--- config.mk ---
export PLATFORM = sky130hd
export DESIGN_NAME = response_block_pe_ot
export DESIGN_NICKNAME = d
export VERILOG_FILES = /design/src/rtl/peripheral_interco_pkg.sv /design/src/rtl/resp_tag_fifo.sv /design/src/rtl/response_block_pe_ot.sv
export SDC_FILE = /design/constraint.sdc
export NUM_CORES = 1
export LEC_CHECK = 0
export BUFFER_PORTS_ARGS = -buffer_cell sky130_fd_sc_hd__buf_2
export CAP_MARGIN = 40
export CORE_AREA = 3 3 256 258
export CTS_BUF_LIST = sky130_fd_sc_hd__clkbuf_4 sky130_fd_sc_hd__clkbuf_8
export DETAILED_ROUTE_END_ITERATION = 10
export DIE_AREA = 0 0 259 261
export PLACE_DENSITY_LB_ADDON = 0.12
export SETUP_SLACK_MARGIN = 0.3
export SYNTH_ARGS = -nofsm -noshare
export SYNTH_HDL_FRONTEND = slang
export SYNTH_SLANG_ARGS = --single-unit
--- constraint.sdc ---
create_clock -name clk -period 3.75 [get_ports clk]
set_input_delay 0 -clock clk [delete_from_list [all_inputs] [get_ports clk]]
set_output_delay 0 -clock clk [all_outputs]
set_load 0.005 [all_outputs]
--- src/rtl/peripheral_interco_pkg.sv ---
`default_nettype none
// ============================================================================
// Module      : peripheral_interco_pkg
// Description : Shared types for the peripheral interconnect response path.
//               Holds the response tag {miss, idx} carried by the in-order
//               tracking FIFO and the default error read data.
// Revision    : 1.0 - initial release
// ============================================================================
package peripheral_interco_pkg;

  // Tag index width covers the largest supported target count (32).
  localparam int unsigned TAG_IDX_W = 5;

  localparam logic [31:0] ERR_RDATA_DEFAULT = 32'hBADACCE5;

  // miss=1 marks a decode miss: no target will respond, the block answers
  // on its own with an error response.
  typedef struct packed {
    logic                 miss;
    logic [TAG_IDX_W-1:0] idx;
  } resp_tag_t;

endpackage
`default_nettype wire

--- src/rtl/resp_tag_fifo.sv ---
`default_nettype none
// ============================================================================
// Module      : resp_tag_fifo
// Description : In-order tracking FIFO of response tags for outstanding
//               transactions.
// Ports       : clk, rst     - clock, synchronous active-high reset
//               push_i/tag_i - enqueue a tag (ignored when full)
//               pop_i        - dequeue the head (ignored when empty)
//               full_o/empty_o, head_o, count_o - status and head tag
// Revision    : 1.0 - initial release
// ============================================================================
module resp_tag_fifo
  import peripheral_interco_pkg::*;
#(
  parameter int unsigned DEPTH = 4,
  parameter int unsigned CNT_W = $clog2(DEPTH + 1)
) (
  input  logic             clk,
  input  logic             rst,
  input  logic             push_i,
  input  resp_tag_t        tag_i,
  input  logic             pop_i,
  output logic             full_o,
  output logic             empty_o,
  output resp_tag_t        head_o,
  output logic [CNT_W-1:0] count_o
);

  localparam int unsigned PTR_W = (DEPTH > 1) ? $clog2(DEPTH) : 1;

  resp_tag_t        mem_q [DEPTH];
  logic [PTR_W-1:0] wr_ptr_q, rd_ptr_q;
  logic [CNT_W-1:0] count_q;
  logic             do_push, do_pop;

  // Pointers wrap explicitly so non-power-of-two depths work.
  function automatic logic [PTR_W-1:0] next_ptr(input logic [PTR_W-1:0] p);
    return (p == PTR_W'(DEPTH - 1)) ? '0 : p + 1'b1;
  endfunction

  assign full_o  = (count_q == CNT_W'(DEPTH));
  assign empty_o = (count_q == '0);
  assign head_o  = mem_q[rd_ptr_q];
  assign count_o = count_q;

  assign do_push = push_i & ~full_o;
  assign do_pop  = pop_i & ~empty_o;

  always_ff @(posedge clk) begin
    if (do_push) begin
      mem_q[wr_ptr_q] <= tag_i;
    end
  end

  always_ff @(posedge clk) begin
    if (rst) begin
      wr_ptr_q <= '0;
      rd_ptr_q <= '0;
      count_q  <= '0;
    end else begin
      if (do_push) wr_ptr_q <= next_ptr(wr_ptr_q);
      if (do_pop)  rd_ptr_q <= next_ptr(rd_ptr_q);
      case ({do_push, do_pop})
        2'b10:   count_q <= count_q + 1'b1;
        2'b01:   count_q <= count_q - 1'b1;
        default: count_q <= count_q;
      endcase
    end
  end

endmodule
`default_nettype wire

--- src/rtl/response_block_pe_ot.sv ---
`default_nettype none
// ============================================================================
// Module      : response_block_pe_ot
// Description : Routes one master's requests to N_SLAVE peripheral targets by
//               address decode and returns responses strictly in order, with
//               up to MAX_OUTSTANDING transactions in flight. Decode misses
//               are granted internally and answered with an error response.
// Ports       : clk, rst                       - clock, sync active-high reset
//               data_req_i/data_add_i/data_gnt_o - master request channel
//               data_req_o/data_gnt_i          - per-target request channel
//               data_ID_o                      - constant one-hot requester ID
//               data_r_*_i                     - per-target response channel
//               data_r_*_o                     - response to master (opc=1 error)
//               outstanding_o                  - in-flight transaction count
//               proto_err_o                    - sticky protocol violation
// Revision    : 1.0 - initial release
// ============================================================================
module response_block_pe_ot
  import peripheral_interco_pkg::*;
#(
  parameter int unsigned            ID              = 1,
  parameter int unsigned            ID_WIDTH        = 17,
  parameter int unsigned            N_SLAVE         = 16,
  parameter int unsigned            DATA_WIDTH      = 32,
  parameter int unsigned            ADDR_WIDTH      = 32,
  parameter int unsigned            PE_ROUTING_LSB  = 16,
  parameter int unsigned            PE_ROUTING_MSB  = 19,
  parameter int unsigned            MAX_OUTSTANDING = 4,
  parameter logic [DATA_WIDTH-1:0]  ERR_RDATA       = DATA_WIDTH'(ERR_RDATA_DEFAULT),
  localparam int unsigned           CNT_W           = $clog2(MAX_OUTSTANDING + 1)
) (
  input  logic                          clk,
  input  logic                          rst,
  input  logic                          data_req_i,
  input  logic [ADDR_WIDTH-1:0]         data_add_i,
  output logic                          data_gnt_o,
  output logic [N_SLAVE-1:0]            data_req_o,
  input  logic [N_SLAVE-1:0]            data_gnt_i,
  output logic [ID_WIDTH-1:0]           data_ID_o,
  input  logic [N_SLAVE-1:0]            data_r_valid_i,
  input  logic [N_SLAVE*DATA_WIDTH-1:0] data_r_rdata_i,
  input  logic [N_SLAVE-1:0]            data_r_opc_i,
  output logic                          data_r_valid_o,
  output logic [DATA_WIDTH-1:0]         data_r_rdata_o,
  output logic                          data_r_opc_o,
  output logic [CNT_W-1:0]              outstanding_o,
  output logic                          proto_err_o
);

  localparam int unsigned FIELD_W = PE_ROUTING_MSB - PE_ROUTING_LSB + 1;

  logic [FIELD_W-1:0]    route_field;
  logic [N_SLAVE-1:0]    dec_onehot;
  logic                  dec_hit;
  logic                  accept;
  logic                  push;
  resp_tag_t             push_tag;
  logic                  fifo_full, fifo_empty;
  resp_tag_t             head;
  logic [N_SLAVE-1:0]    head_onehot;
  logic                  pop_hit, pop_miss, pop, stray;
  logic [DATA_WIDTH-1:0] sel_rdata;
  logic                  sel_opc;
  logic                  addr_unused;

  logic                  valid_q;
  logic [DATA_WIDTH-1:0] rdata_q;
  logic                  opc_q;
  logic                  proto_err_q;

  assign data_ID_o   = ID_WIDTH'(1) << ID;
  assign addr_unused = ^data_add_i;

  // ---------------------------------------------------------------- decode
  assign route_field = data_add_i[PE_ROUTING_MSB:PE_ROUTING_LSB];

  always_comb begin
    dec_onehot = '0;
    for (int k = 0; k < N_SLAVE; k++) begin
      dec_onehot[k] = (32'(route_field) == 32'(k));
    end
  end

  // A field value at or above N_SLAVE matches no bit: that is the miss case.
  assign dec_hit = |dec_onehot;

  // Full blocks new traffic even if a pop frees a slot in the same cycle,
  // which keeps the grant path independent of the response path.
  assign accept     = data_req_i & ~fifo_full;
  assign data_req_o = dec_onehot & {N_SLAVE{accept}};
  assign data_gnt_o = dec_hit ? (|(data_gnt_i & dec_onehot)) & ~fifo_full
                              : accept;

  assign push          = data_req_i & data_gnt_o;
  assign push_tag.miss = ~dec_hit;
  assign push_tag.idx  = TAG_IDX_W'(route_field);

  // ------------------------------------------------------------- tracking
  resp_tag_fifo #(
    .DEPTH (MAX_OUTSTANDING),
    .CNT_W (CNT_W)
  ) u_tag_fifo (
    .clk     (clk),
    .rst     (rst),
    .push_i  (push),
    .tag_i   (push_tag),
    .pop_i   (pop),
    .full_o  (fifo_full),
    .empty_o (fifo_empty),
    .head_o  (head),
    .count_o (outstanding_o)
  );

  // Only the target named by a hit head may respond; every other valid is
  // a stray response (including any valid while empty or while a miss heads).
  always_comb begin
    head_onehot = '0;
    sel_rdata   = '0;
    sel_opc     = 1'b0;
    for (int k = 0; k < N_SLAVE; k++) begin
      head_onehot[k] = ~fifo_empty & ~head.miss & (head.idx == TAG_IDX_W'(k));
      if (head_onehot[k]) begin
        sel_rdata = data_r_rdata_i[k*DATA_WIDTH +: DATA_WIDTH];
        sel_opc   = data_r_opc_i[k];
      end
    end
  end

  assign pop_hit  = |(data_r_valid_i & head_onehot);
  assign pop_miss = ~fifo_empty & head.miss;
  assign pop      = pop_hit | pop_miss;
  assign stray    = |(data_r_valid_i & ~head_onehot);

  // ------------------------------------------------------ response output
  always_ff @(posedge clk) begin
    if (rst) begin
      valid_q     <= 1'b0;
      rdata_q     <= '0;
      opc_q       <= 1'b0;
      proto_err_q <= 1'b0;
    end else begin
      valid_q     <= pop;
      proto_err_q <= proto_err_q | stray;
      if (pop_hit) begin
        rdata_q <= sel_rdata;
        opc_q   <= sel_opc;
      end else if (pop_miss) begin
        rdata_q <= ERR_RDATA;
        opc_q   <= 1'b1;
      end
    end
  end

  assign data_r_valid_o = valid_q;
  assign data_r_rdata_o = rdata_q;
  assign data_r_opc_o   = opc_q;
  assign proto_err_o    = proto_err_q;

endmodule
`default_nettype wire

# After elaboration in Yosys (flattened, before gate mapping)
# Memories as Yosys holds them, arrays and structs flattened. A register that Yosys moved wholly into a read port is not among the register bits.
# Cells that the tools add are included.
[word_totals]
mem_count = 1
input_bits = 595
regBits = 42
out_inout_bits = 72
ram_bits = 20
wordCells = 134
[memory_table]
columns = ["name", "words", "word_bits", "rd", "rd_clocked_by_memory_dff", "wr", "line", "rtl"]
rows = [
  ["u_tag_fifo.mem_q", 4, 5, 1, 1, 1, "resp_tag_fifo.sv:31", "resp_tag_t mem_q [DEPTH];"],
]
[op_classes]
addsub = 4
mux = 44
n_reduce_logical = 9
eq_ne = 35
bitwise_logic = 34
[op_table]
columns = ["op", "n"]
rows = [
  ["$mux 32", 18],
  ["$and 16x16->16", 4],
  ["$reduce_or 16->1", 4],
  ["$eq 5x4->1 const B", 8],
  ["$eq 4x4->1 const B", 8],
  ["$and 1x1->1", 23],
  ["$mux 1", 21],
  ["$eq 5x3->1 const B", 4],
  ["$eq 4x3->1 const B", 4],
  ["$not 16->16", 1],
  ["$eq 5x2->1 const B", 2],
  ["$eq 4x2->1 const B", 2],
  ["$mux 2", 4],
  ["$eq 2x2->1 const B", 3],
  ["$pmux 3 s2", 1],
  ["$eq 5x1->1 const B", 1],
  ["$logic_not 5->1", 1],
  ["$add 2x1->2 const B", 2],
  ["$eq 4x1->1 const B", 1],
  ["$logic_not 4->1", 1],
  ["$not 1->1", 4],
  ["$reduce_bool 2->1", 2],
  ["$add 3x1->3 const B", 1],
  ["$eq 3x3->1 const B", 1],
  ["other kinds (4)", 5],
]

# Logic depth before layout (Yosys ltp)
[depth]
ltp_word = 21
mapped_depth = 17
ltp_nobuf = 13

# Hierarchy
# A second synthesis with hierarchy kept.
[unflattened]
cells_unflattened = 940
area_unflattened_um2 = 8064.0
[modules_own_cells]
columns = ["mod", "cells_per_inst", "area_each_um2", "n_inst"]
rows = [
  ["response_block_pe_ot", 857, 6693.9, 1],
  ["resp_tag_fifo", 83, 1370.1, 1],
]

# Worst setup path before layout
# Ideal clock, no wire load.
[synth_path]
kind = "register -> register"
from = "register (tool-made name)"
to = "register u_tag_fifo.count_q[2], in the netlist u_tag_fifo.count_o[2]"
t_required_ps = 3679
t_arrival_ps = 3675
path_buffers = 3
slack_ps = 5
path_stages_with_launch = 17
setup_ps = 71
path_cell_list = "dfxtp_1 -> buf_6 -> mux4_2 -> buf_2 -> or3_4 -> nor4b_4 -> a22oi_1 -> nand4_2 -> nor3_1 -> buf_2 -> inv_2 -> ha_1 -> inv_1 -> fa_1 -> xor2_1 -> or3_1 -> a21oi_1"
[synth_rtl]
columns = ["item", "line", "rtl"]
rows = [
  ["end signal, assigned", "resp_tag_fifo.sv:64", "2'b10: count_q <= count_q + 1'b1;"],
  ["end signal, assigned", "resp_tag_fifo.sv:65", "2'b01: count_q <= count_q - 1'b1;"],
  ["end signal, assigned", "resp_tag_fifo.sv:66", "default: count_q <= count_q;"],
  ["end, declared", "resp_tag_fifo.sv:33", "logic [CNT_W-1:0] count_q;"],
]

==> results.cfg <==
[timing]
hold_viol = 0
fin_crit_sh_pct = 92.22
fmax_mhz = 289.2
period_needed_ns = 3.458
clock_skew_ns = 0.01504
final.setup.worst_slack_ns = 0.2917
finalMaxSlewViolations = 0
tightest_slew_ns = 0.7250
relSlewSlack_pct = 51.16
setup_viol = 0
grt_setup_unrepaired = true

[clock_tree]
clkTransAtPathRegs_ns = 0.08
cts.path.max_buffers = 2
cts_tree = built
clockRootBuffer = clkbuf_8
cts.sinks = 64
clock_latency_ns = 0.38
cts_buffers = 9
htree_num_levels = 3

[floorplanning]
die_area_um2 = 67600
coreArea_um2 = 63200
ios = 667
die_y_um = 261
start_util_pct = 12.46
rows = 92
chipWidth_um = 259

[yosys]
synth-edff-count = 20
synth-warning-count = 0
synth.area.mux_share_pct = 10.11
synth_area_leaders = dfxtp_1, edfxtp_1, nand2_1, a21oi_1, mux2i_1
yosysTopAreaCell = dfxtp_1
synth-seq-cells = 64
async_reset_ff_share_pct = 0
synthAdderAreaFrac_pct = 1.208
syn_avg_cell_area_um2 = 7.132
synthCells = 1104
yosysTopAreaCellShare_pct = 11.19
synth_compound_area_share_pct = 37.10
synth_simple_gate_area_share_pct = 24.47
synth_top_family_by_area = compound AO/OA/AOI/OAI gates
synth_cell_types = 78
synth_flop_cell = dfxtp_1
synth.cell_area_um2 = 7874
yosys.area_share.xor_xnor_pct = 0.2225
seq_area_frac_synth_pct = 18.81

[routing]
vias = 12597
antenna_left = 0
drtPass1Iterations = 5
via_per_inst = 4.723
drtIter0Drc = 889
drc_errors = 0
drt-total-wl_um = 82450
drt-wirelength-per-cell_um = 30.91

[worst_setup_path]
critPathKind = flop to flop
start_kind = flop
rr_worst_depth = 16
crit_path_max_fanout = 8
crit_arrival_ns = 3.76
cp.required_ns = 4.06
cp-end-kind = flop

[cells_and_area]
fillers = 7309
area_growth_pct = 72.72
drive_above_1_share_pct = 48.58
nNetsFinal = 2398
final_cells = 2667

[grt]
grt_pass1_vias = 12993
overflow = 0
grt_pass1_wl_um = 108000
grt_use_total_pct = 23.05
antenna_found_initial = 43
grt_start_max_net_pins = 54

[placement]
post-place-ws_ns = -0.06649
dpl.hpwl_um = 69100
port_buffers = 621
gp_congestion = 0.9007
dp.cells = 2580

[flow_run]
cap_violations = 0

[power]
power-per-cell-area_nw_per_um2 = 529.3
leakage_nw = 6.126
irDropWorstVdd_mv = 0.2288

[hold_path]
hold_depth = 1
hp-class = primary input to flop

[outcome]
status = complete, no violations
registers in the layout, summed over array words and instances (netlist names), named ones only:
register             cells
data_r_opc_o             1
u_tag_fifo.wr_ptr_q      2
data_r_rdata_o          32
data_r_valid_o           1
proto_err_o              1
u_tag_fifo.mem_q        20
u_tag_fifo.count_o       3
u_tag_fifo.rd_ptr_q      2
layout make-up:
cell class / instances / area [µm²] / share of cell area [%]
Timing Repair Buffer: 779 / 4606 / 33.87
Clock inverter: 7 / 102.6 / 0.7544
Tap cell: 846 / 1059 / 7.784
Multi-Input combinational cell: 926 / 6110 / 44.93
Clock buffer: 9 / 123.9 / 0.9108
Inverter: 16 / 62.56 / 0.4600
Sequential cell: 64 / 1486 / 10.93
Antenna cell: 20 / 50.05 / 0.3680
metrics by stage:
step | total power, mW | hold WS, ns | util [%] | setup TNS [ns] | instance area [µm²]
CTS | 6.990 | 0.009609 | 20.89 | 0 | 13200
finish | 7.198 | 0.01418 | 21.52 | 0 | 13600
detailed placement | 5.970 | 0.3188 | 19.79 | -0.2455 | 12510
global placement | 5.965 | 0.2938 | 19.78 | -0.08793 | 12500
global route | 7.631 | 0.02298 | 21.49 | 0 | 13580
floorplan | 3.485 | 0.09887 | - | 0 | 7978
power by group:
group          total (mW)  internal, mW  switching (mW)
Clock               0.724         0.381           0.342
Sequential          0.980         0.870           0.110
Combinational        5.49          2.19            3.31
synth_stat cells, types with 9 or more instances:
| master | count |
|---|---|
| buf_1 | 12 |
| a211oi_1 | 25 |
| mux2i_1 | 39 |
| o221ai_1 | 10 |
| and3_1 | 11 |
| o22ai_1 | 48 |
| or3_1 | 11 |
| o21ai_0 | 66 |
| nand3_1 | 34 |
| buf_4 | 21 |
| a21oi_1 | 97 |
| a31oi_1 | 29 |
| a221oi_1 | 29 |
| dfxtp_1 | 44 |
| mux4_2 | 10 |
| nor3_1 | 27 |
| mux2_2 | 16 |
| nand2_1 | 156 |
| nor2_1 | 91 |
| buf_2 | 22 |
| a22o_1 | 20 |
| o211ai_1 | 9 |
| inv_1 | 15 |
| a32o_1 | 9 |
| a22oi_1 | 28 |
| clkbuf_1 | 59 |
| nand4_1 | 9 |
| edfxtp_1 | 20 |
timing repair:
item                                   4_1_cts  5_1_grt
resized for setup                           30       37
pin swaps                                    5       14
setup endpoints to repair                   32       27
endpoints found under the hold margin       12        0
setup buffers                               15       16
hold buffers                                15        0
gates cloned                                 2        3
critical path: stages, from the launching register on:
cell	delay (ns)
dfxtp_4	0.43
mux4_4	0.74
buf_12	0.18
buf_16	0.12
buf_4	0.13
mux2i_1	0.11
o2bb2ai_1	0.17
nand2_1	0.08
nand4_1	0.20
nor3_4	0.08
inv_4	0.07
ha_4	0.12
inv_2	0.03
fa_2	0.32
xor2_1	0.15
or3_1	0.32
a21oi_1	0.13
cell families after synthesis:
family | count (synthesis)
AND/OR/NAND/NOR | 399
AO/OA/AOI/OAI | 432
adder cells (fa/ha/maj) | 7
other | 2
buffers and inverters | 133
flip-flops | 64
multiplexers | 65
XOR/XNOR | 2
routing by layer:
metal	GRT usage (%)	routed length [µm]
met1	25.80	30920
met2	43.10	42850
met3	4.700	5458
met4	8.127	3120
met5	0	101
layout by cell type (no fill, tap or decap), drive strengths merged, types with 28 or more instances in the layout:
cell type,synthesis,layout
a221oi,29,29
nor3,29,29
mux2i,39,39
dfxtp,44,44
nand2,156,156
o21ai,66,66
a21oi,97,97
buf,58,759
a31oi,29,29
nand3,34,34
a22oi,28,28
nor2,96,96
o22ai,49,49
final timing paths:
path | end | slack (ns) | start
hold / removal | u_tag_fifo.mem_q[2][2] | 0.01 | data_add_i[18]
setup reg to reg | u_tag_fifo.count_o[2] | 0.29 | flop
setup / recovery | u_tag_fifo.count_o[2] | 0.29 | flop
hold reg to reg | data_r_rdata_o[31] | 0.46 | data_r_rdata_o[31]
Note: power is estimated with default switching activity, not from simulation.
